### config.mk
export PLATFORM = sky130hd
export DESIGN_NAME = sprite_cmd_dispatcher
export DESIGN_NICKNAME = d
export VERILOG_FILES = /design/src/rtl/sprite_cmd_dispatcher.sv
export SDC_FILE = /design/constraint.sdc
export NUM_CORES = 1
export LEC_CHECK = 0
export BUFFER_PORTS_ARGS = -buffer_cell sky130_fd_sc_hd__buf_2
export CAP_MARGIN = 40
export CORE_UTILIZATION = 31
export CTS_CLUSTER_SIZE = 10
export DETAILED_ROUTE_END_ITERATION = 16
export GPL_ROUTABILITY_DRIVEN = 0
export GPL_TIMING_DRIVEN = 0
export MAX_ROUTING_LAYER = met4
export PLACE_DENSITY = 0.47
export RECOVER_POWER = 50
export SYNTH_ARGS = -nofsm -noshare
export SYNTH_HDL_FRONTEND = slang
export SYNTH_SLANG_ARGS = --single-unit
### constraint.sdc
create_clock -name clk -period 4.5 [get_ports clk]
set_input_delay 0.9 -clock clk [delete_from_list [all_inputs] [get_ports clk]]
set_output_delay 0.9 -clock clk [all_outputs]
set_load 0.005 [all_outputs]
### src/rtl/sprite_cmd_dispatcher.sv
// Sprite command dispatcher: Avalon-MM command FIFO feeding the broadcast sprite command bus.
// Owns ping/pong front-buffer selection and defers buffer swaps to vertical blanking.
module sprite_cmd_dispatcher #(
  parameter int unsigned FIFO_DEPTH = 16,
  parameter logic [9:0]  VACTIVE    = 10'd480
) (
  input  logic        clk,
  input  logic        reset,
  input  logic        chipselect,
  input  logic        write,
  input  logic        read,
  input  logic        address,
  input  logic [31:0] writedata,
  output logic [31:0] readdata,
  input  logic [9:0]  vcount,
  output logic [31:0] cmd_out,
  output logic        front_buf
);

  localparam int unsigned AW = $clog2(FIFO_DEPTH);
  localparam logic [AW:0] FULL_CNT = (AW+1)'(FIFO_DEPTH);

  typedef enum logic {
    DISPATCH,
    WAIT_VBL
  } state_t;

  state_t      state, state_nxt;
  logic [31:0] mem [FIFO_DEPTH];
  logic [AW-1:0] wr_ptr, rd_ptr;
  logic [AW:0] count;
  logic        overflow, flush_pending, flushed_this_frame;

  logic        push_req, push_ok, pop, full, empty, vblank, status_rd;
  logic        set_flush, do_swap;
  logic [31:0] head, cmd_nxt;
  logic [4:0]  count_stat;

  assign push_req   = chipselect & write & ~address;
  assign status_rd  = chipselect & read;
  assign full       = (count == FULL_CNT);
  assign empty      = (count == '0);
  assign head       = mem[rd_ptr];
  assign vblank     = (vcount >= VACTIVE);
  assign count_stat = 5'(count);
  // A full FIFO still accepts a word when the head leaves on the same edge.
  assign push_ok    = push_req & (~full | pop);

  always_comb begin
    state_nxt = state;
    pop       = 1'b0;
    cmd_nxt   = '0;
    set_flush = 1'b0;
    do_swap   = 1'b0;
    unique case (state)
      DISPATCH: begin
        if (!empty) begin
          pop = 1'b1;
          case (head[20:17])
            4'b0001: cmd_nxt = {head[31:14], ~front_buf, head[12:0]};
            4'b1111: begin
              set_flush = 1'b1;
              state_nxt = WAIT_VBL;
            end
            default: ;
          endcase
        end
      end
      WAIT_VBL: begin
        if (vblank && !flushed_this_frame) begin
          cmd_nxt   = {6'b0, 5'b0, 4'b1111, 3'b0, ~front_buf, 13'b0};
          do_swap   = 1'b1;
          state_nxt = DISPATCH;
        end
      end
    endcase
  end

  always_ff @(posedge clk) begin
    if (push_ok) mem[wr_ptr] <= writedata;
  end

  always_ff @(posedge clk) begin
    if (reset) begin
      state              <= DISPATCH;
      wr_ptr             <= '0;
      rd_ptr             <= '0;
      count              <= '0;
      overflow           <= 1'b0;
      flush_pending      <= 1'b0;
      flushed_this_frame <= 1'b0;
      front_buf          <= 1'b0;
      cmd_out            <= '0;
      readdata           <= '0;
    end else begin
      state   <= state_nxt;
      cmd_out <= cmd_nxt;
      if (push_ok) wr_ptr <= wr_ptr + 1'b1;
      if (pop)     rd_ptr <= rd_ptr + 1'b1;
      case ({push_ok, pop})
        2'b10:   count <= count + 1'b1;
        2'b01:   count <= count - 1'b1;
        default: ;
      endcase
      // Captured value reflects the pre-edge overflow; a fresh drop beats the clear.
      if (status_rd)
        readdata <= address ? {24'b0, overflow, flush_pending, front_buf, count_stat} : '0;
      if (push_req && !push_ok)
        overflow <= 1'b1;
      else if (status_rd && address)
        overflow <= 1'b0;
      if (set_flush)
        flush_pending <= 1'b1;
      else if (do_swap)
        flush_pending <= 1'b0;
      if (do_swap) begin
        front_buf          <= ~front_buf;
        flushed_this_frame <= 1'b1;
      end else if (!vblank) begin
        flushed_this_frame <= 1'b0;
      end
    end
  end

endmodule

==> flow_summary.yaml, run 1 <==
run_status:
  status: "completed"
synth:
  ys.flop_type: "edfxtp_1"
  async_reset_ff_share_pct: 0
  ys_top_cells_by_count: "edfxtp_1, mux4_2, dfxtp_1"
  yosys_warnings: 0
  yosys.area.top_type_share_pct: 70.5
  yosysSeqAreaShare_pct: 76.3
  synth-edff-count: 496
  synth_cell_types: 39
  yosysMostFrequentCell: "edfxtp_1"
  synthCells: 972
  synth_area_per_cell_um2: 21.7
  syn_area_um2: 21100
  yosys.area.top_type: "edfxtp_1"
  synth_area_leaders: "edfxtp_1, mux4_2, dfxtp_1"
  ys_ff_latch: 558
die:
  start_util_pct: 31.4
  die_h_um: 263
  num_rows: 95
  core_um2: 67300
  die_x_um: 263
  dieArea_um2: 69200
  ios: 113
global_route:
  grt_pass1_wl_um: 73200
  grt_util_all_layers_pct: 15.0
  grt-ovfl-total: 0
  grt_start_max_net_pins: 20
  antenna_found_initial: 1
  grt_pass1_vias: 10659
sta:
  fin_worst_skew_ns: 0.0269
  min_period_ns: 3.43
  max_slew_margin_pct: 41.2
  finalSetupViolations: 0
  maxSlewViolCount: 0
  fin_hold_ws_ns: 0.458
  hold_violations: 0
  tightest_slew_ns: 0.880
  fin_crit_sh_pct: 76.1
  setup_tns_ns: 0
  rsz0062_at_grt: "no"
  fmax_ghz: 0.292
placed_design:
  numPortBuffers: 80
  dpl-instance-area_um2: 23400
  dp_hpwl_um: 32000
  dp_cells: 1980
setup_path:
  startpoint_type: "primary input"
  path_max_fanout: 12
  timing_worst_setup_path_type: "primary input to flop"
  arrival_ns: 3.71
  worstPathRequired_ns: 4.78
  r2r_cells: 6
  cp-end-kind: "flop"
route:
  num_vias: 9898
  finalWirelength_um: 49300
  dr.pass1.iters: 5
  drt-wirelength-per-cell_um: 23.4
  viasPerCell: 4.71
  drcViolationCount: 0
  postRouteAntennaNets: 0
  first_iter_violations: 716
job:
  drv_cap: 0
final_layout:
  nets: 1234
  synthToLayoutAreaGrowth_pct: 20.2
  design_area_um2: 25400
  drive_gt1_share_pct: 28.8
  fin_cells: 2101
  nFillCells: 6171
power_and_ir_drop:
  irDropWorstVdd_mv: 0.234
  p_per_area_nw_per_um2: 516
  p_leak_uw: 0.00803
clock_tree:
  cts_resized: 0
  cts_root_buf: "clkbuf_16"
  cts_buffers: 68
  cts.sinks: 558
  clock_path_buffers: 3
  path_clk_slew_ns: 0.05
  clk_latency_ns: 0.59
  hold_buffers: 0
  cts_setup_buffers: 0
  cts_tree: "yes"
  htree_num_levels: 3
hold_path:
  hold_class: "flop to flop"
  holdPathStages: 2
[kinds of logic after synthesis]
family / after synthesis / synth area share [%]
fa+ha+maj: 9 / 0.568
xor+xnor: 11 / 0.456
mux: 159 / 16.3
simple gates: 126 / 2.98
compound gates: 31 / 0.912
buf+inv: 77 / 2.43
flops: 558 / 76.3
other cells: 1 / 0.0177
[cells in the final DEF, fill, tap and decap left out, types with 13 or more instances in the layout]
master / n
dfxtp_1: 62
clkbuf_1: 111
buf_4: 25
nand2_1: 23
mux4_2: 143
buf_2: 41
nor2b_1: 29
buf_6: 13
edfxtp_1: 496
clkbuf_16: 68
nand3_1: 17
conb_1: 24
a21oi_1: 16
nor2_1: 25
[layer usage]
layer / vias up / GRT usage, % / part of all wire (%) / wire [µm]
met3: 56 / 2.52 / 4.2 / 2080
met1: 5258 / 19.5 / 44 / 21900
met5: - / - / 0 / 0
met2: 219 / 24.2 / 50 / 24400
li1: 4365 / - / - / -
met4: 0 / 4.54 / 1.7 / 821
[worst max-delay path, cell delays in order]
cell and delay, ns:
clkbuf_1 0.20, nand3b_1 0.27, a31oi_1 0.64, nand2_1 0.47, nor3_4 0.74, buf_8 0.27, buf_8 0.20
[power breakdown]
part | switching [µW] | leakage, µW | internal, µW | total (µW)
sequential | 48.3 | 0.00496 | 5720 | 5770
combinational | 1140 | 0.00209 | 1220 | 2360
clock | 2030 | 0.000970 | 2950 | 4990
[layout make-up]
class                           instances  area, µm²  share of cell area, %
Sequential cell                       558      16100                   63.5
Clock buffer                          112       1910                   7.50
Inverter                                7       26.3                  0.103
Timing Repair Buffer                  112        936                   3.68
Antenna cell                            1       2.50                0.00985
Tap cell                              873       1090                   4.30
Buffer                                 70        487                   1.92
Multi-Input combinational cell        360       4710                   18.5
Clock inverter                          8        116                  0.458
[through the flow]
stage	util (%)	power, µW	setup slack (ns)
after global routing	37.8	13700	0.727
final	37.8	13100	1.07
after detailed placement	34.9	8310	0.337
after CTS	37.9	13300	0.964
after floorplan	-	7590	0.720
after global placement	33.8	8250	-1.76
[path summary, 6_finish.rpt]
kind	from	end	slack (ns)
setup / recovery	address	mem[3][2]	1.07
hold / removal	readdata[7]	readdata[7]	0.46
setup reg to reg	flop	cmd_out[24]	1.29
hold reg to reg	readdata[7]	readdata[7]	0.46
[flip-flops by register name, indices dropped and copies added (netlist names), named ones only]
signal              cells
mem                   496
cmd_out                32
readdata                8
count                   5
rd_ptr                  4
wr_ptr                  4
flush_pending           1
flushed_this_frame      1
front_buf               1
overflow                1
state                   1
No activity file was read; power rests on OpenSTA's default activity.
==> run 2: changes to the inputs <==
Settings changed: PLACE_DENSITY 0.47 to 0.45.
Clock period 4.5 ns to 3.5 ns, I/O delays scaled along.
==> run 2 against run 1 <==
Compared with the run above: hold slack worse by 0.023 ns; first-iteration DRC count rose by 9.1%; cell count rose by 0.67%; core utilization rose by 0.35 points; routed wire length increased by 4.2%; combinational power grew 30%; power is 28% higher; non-clock buffer count is 11 higher; critical endpoint is now cmd_out[16]; flip-flop and latch count stayed put.
==> flow_summary.yaml, run 2 (same netlist as run 1, synthesis figures left out) <==
setup_path:
  crit_family: "buffers and inverters"
  worstPathRequired_ns: 3.94
  timing_worst_setup_path_type: "flop to flop"
  cp_slowest_cell: "clkbuf_1"
  arrival_ns: 3.64
  critPathMostFrequentCell: "clkbuf_1"
  slowest_delay_ns: 0.71
  cp_num_buf_inv: 3
  startpoint_type: "flop"
  crit_chain: "clkbuf_1, clkbuf_1, clkbuf_1, mux4_2, mux4_2, nor2b_1"
  cp-end-kind: "flop"
  path_max_fanout: 10
clock_tree:
  hold_buffers: 0
  htree_num_levels: 3
  clock_path_buffers: 3
  path_clk_slew_ns: 0.05
  cts_resized: 0
  cts_tree: "yes"
  cts_root_buf: "clkbuf_16"
  cts_setup_buffers: 0
  cts_buffers: 67
  clk_latency_ns: 0.61
  cts.sinks: 558
sta:
  fmax_ghz: 0.312
  finalSetupViolations: 0
  hold_violations: 0
  rsz0062_at_grt: "no"
  fin_worst_skew_ns: 0.0369
  fin_crit_sh_pct: 91.6
  tightest_slew_ns: 0.867
  max_slew_margin_pct: 42.1
  maxSlewViolCount: 0
  min_period_ns: 3.21
placed_design:
  dpl-instance-area_um2: 23700
  dp_hpwl_um: 33300
  dp_cells: 1991
  numPortBuffers: 80
route:
  viasPerCell: 4.71
  finalWirelength_um: 51300
  top_layer_used: "met4"
  postRouteAntennaNets: 0
  drcViolationCount: 0
  drt-wirelength-per-cell_um: 24.3
  first_iter_violations: 781
  wl_met1_um: 22500
  num_vias: 9972
  dr.pass1.iters: 5
  wl_met3_um: 2180
  routed-wl-met2_um: 25600
die:
  core_um2: 67300
  ios: 113
  die_x_um: 263
  num_rows: 95
  dieArea_um2: 69200
  start_util_pct: 31.4
  die_h_um: 263
power_and_ir_drop:
  power.switching_uw: 4220
  power_switching_share_pct: 25.1
  pwr-share-clk_pct: 37.5
  p_seq_share_pct: 44.2
  combPwrFrac_pct: 18.3
  p_int_uw: 12600
  p_leak_uw: 0.00812
  p_per_area_nw_per_um2: 655
  irDropWorstVdd_mv: 0.336
final_layout:
  reg_top3: "mem (496), cmd_out (32), readdata (8)"
  largest_register_ffs: 496
  layout_common_cells: "edfxtp_1, mux4_2, clkbuf_1, clkbuf_16, dfxtp_1"
  fin_cells: 2115
  drive_gt1_share_pct: 29.1
  nets: 1244
  design_area_um2: 25600
  top_register: "mem"
  final_common_cell: "edfxtp_1"
  synthToLayoutAreaGrowth_pct: 21.3
global_route:
  grt-ovfl-total: 0
  grt_util_all_layers_pct: 15.6
  grt_pass1_wl_um: 74900
  grt_pass1_vias: 10650
  grt_start_max_net_pins: 18
  antenna_found_initial: 3
hold_path:
  hold_class: "primary input to flop"
job:
  drv_cap: 0
run_status:
  status: "completed"
[run 2: cell count changes in the layout (fill, tap and decap cells not counted), sizes merged]
cell	change
buf	+12
clkbuf	-4
inv	+3
clkinv	+2
diode	+2
bufinv	-1
[run 2: final timing paths]
path | startpoint | to | slack, ns | depth (start not counted)
max | flop | cmd_out[16] | 0.29 | 6
min | reset | overflow | 0.43 | 2
max reg2reg | flop | cmd_out[16] | 0.29 | 6
min reg2reg | readdata[0] | readdata[0] | 0.45 | 2
[run 2: power by group through the flow]
stage | Sequential (µW) | Clock [µW] | Combinational [µW]
floorplan | 7550 | 0 | 2210
global placement | 7560 | 0 | 3090
detailed placement | 7550 | 0 | 3170
CTS | 7420 | 6500 | 3180
global route | 7430 | 6730 | 3330
finish | 7420 | 6300 | 3070
[run 2: per-layer routing]
layer  vias to the layer above  GRT usage [%]
met5                         -              -
met4                         0           4.84
met3                        90           2.73
met2                       209           25.5
met1                      5286           19.8
li1                       4387              -
[run 2: layout make-up]
type	count	area, µm²
diodes	3	7.51
plain buffers	70	487
clock buffers	109	1840
clock inverters	12	130
fillers	6136	41600
inverters	7	26.3
multi-input cells	360	4710
flip-flops and latches	558	16100
well taps	873	1090
repair buffers	123	1210
[run 2: through the flow]
stage | hold WS (ns) | utilization [%] | power (µW) | setup slack [ns] | TNS, ns
6_report | 0.435 | 38.1 | 16800 | 0.295 | 0
3_3_place_gp | 0.444 | 33.8 | 10600 | -2.87 | -1006.90
3_5_place_dp | 0.450 | 35.3 | 10700 | -0.252 | -28.61
4_1_cts | 0.410 | 38.2 | 17100 | 0.228 | 0
5_1_grt | 0.436 | 38.1 | 17500 | 0.101 | 0
2_1_floorplan | 0.437 | - | 9760 | -0.0802 | -13.25
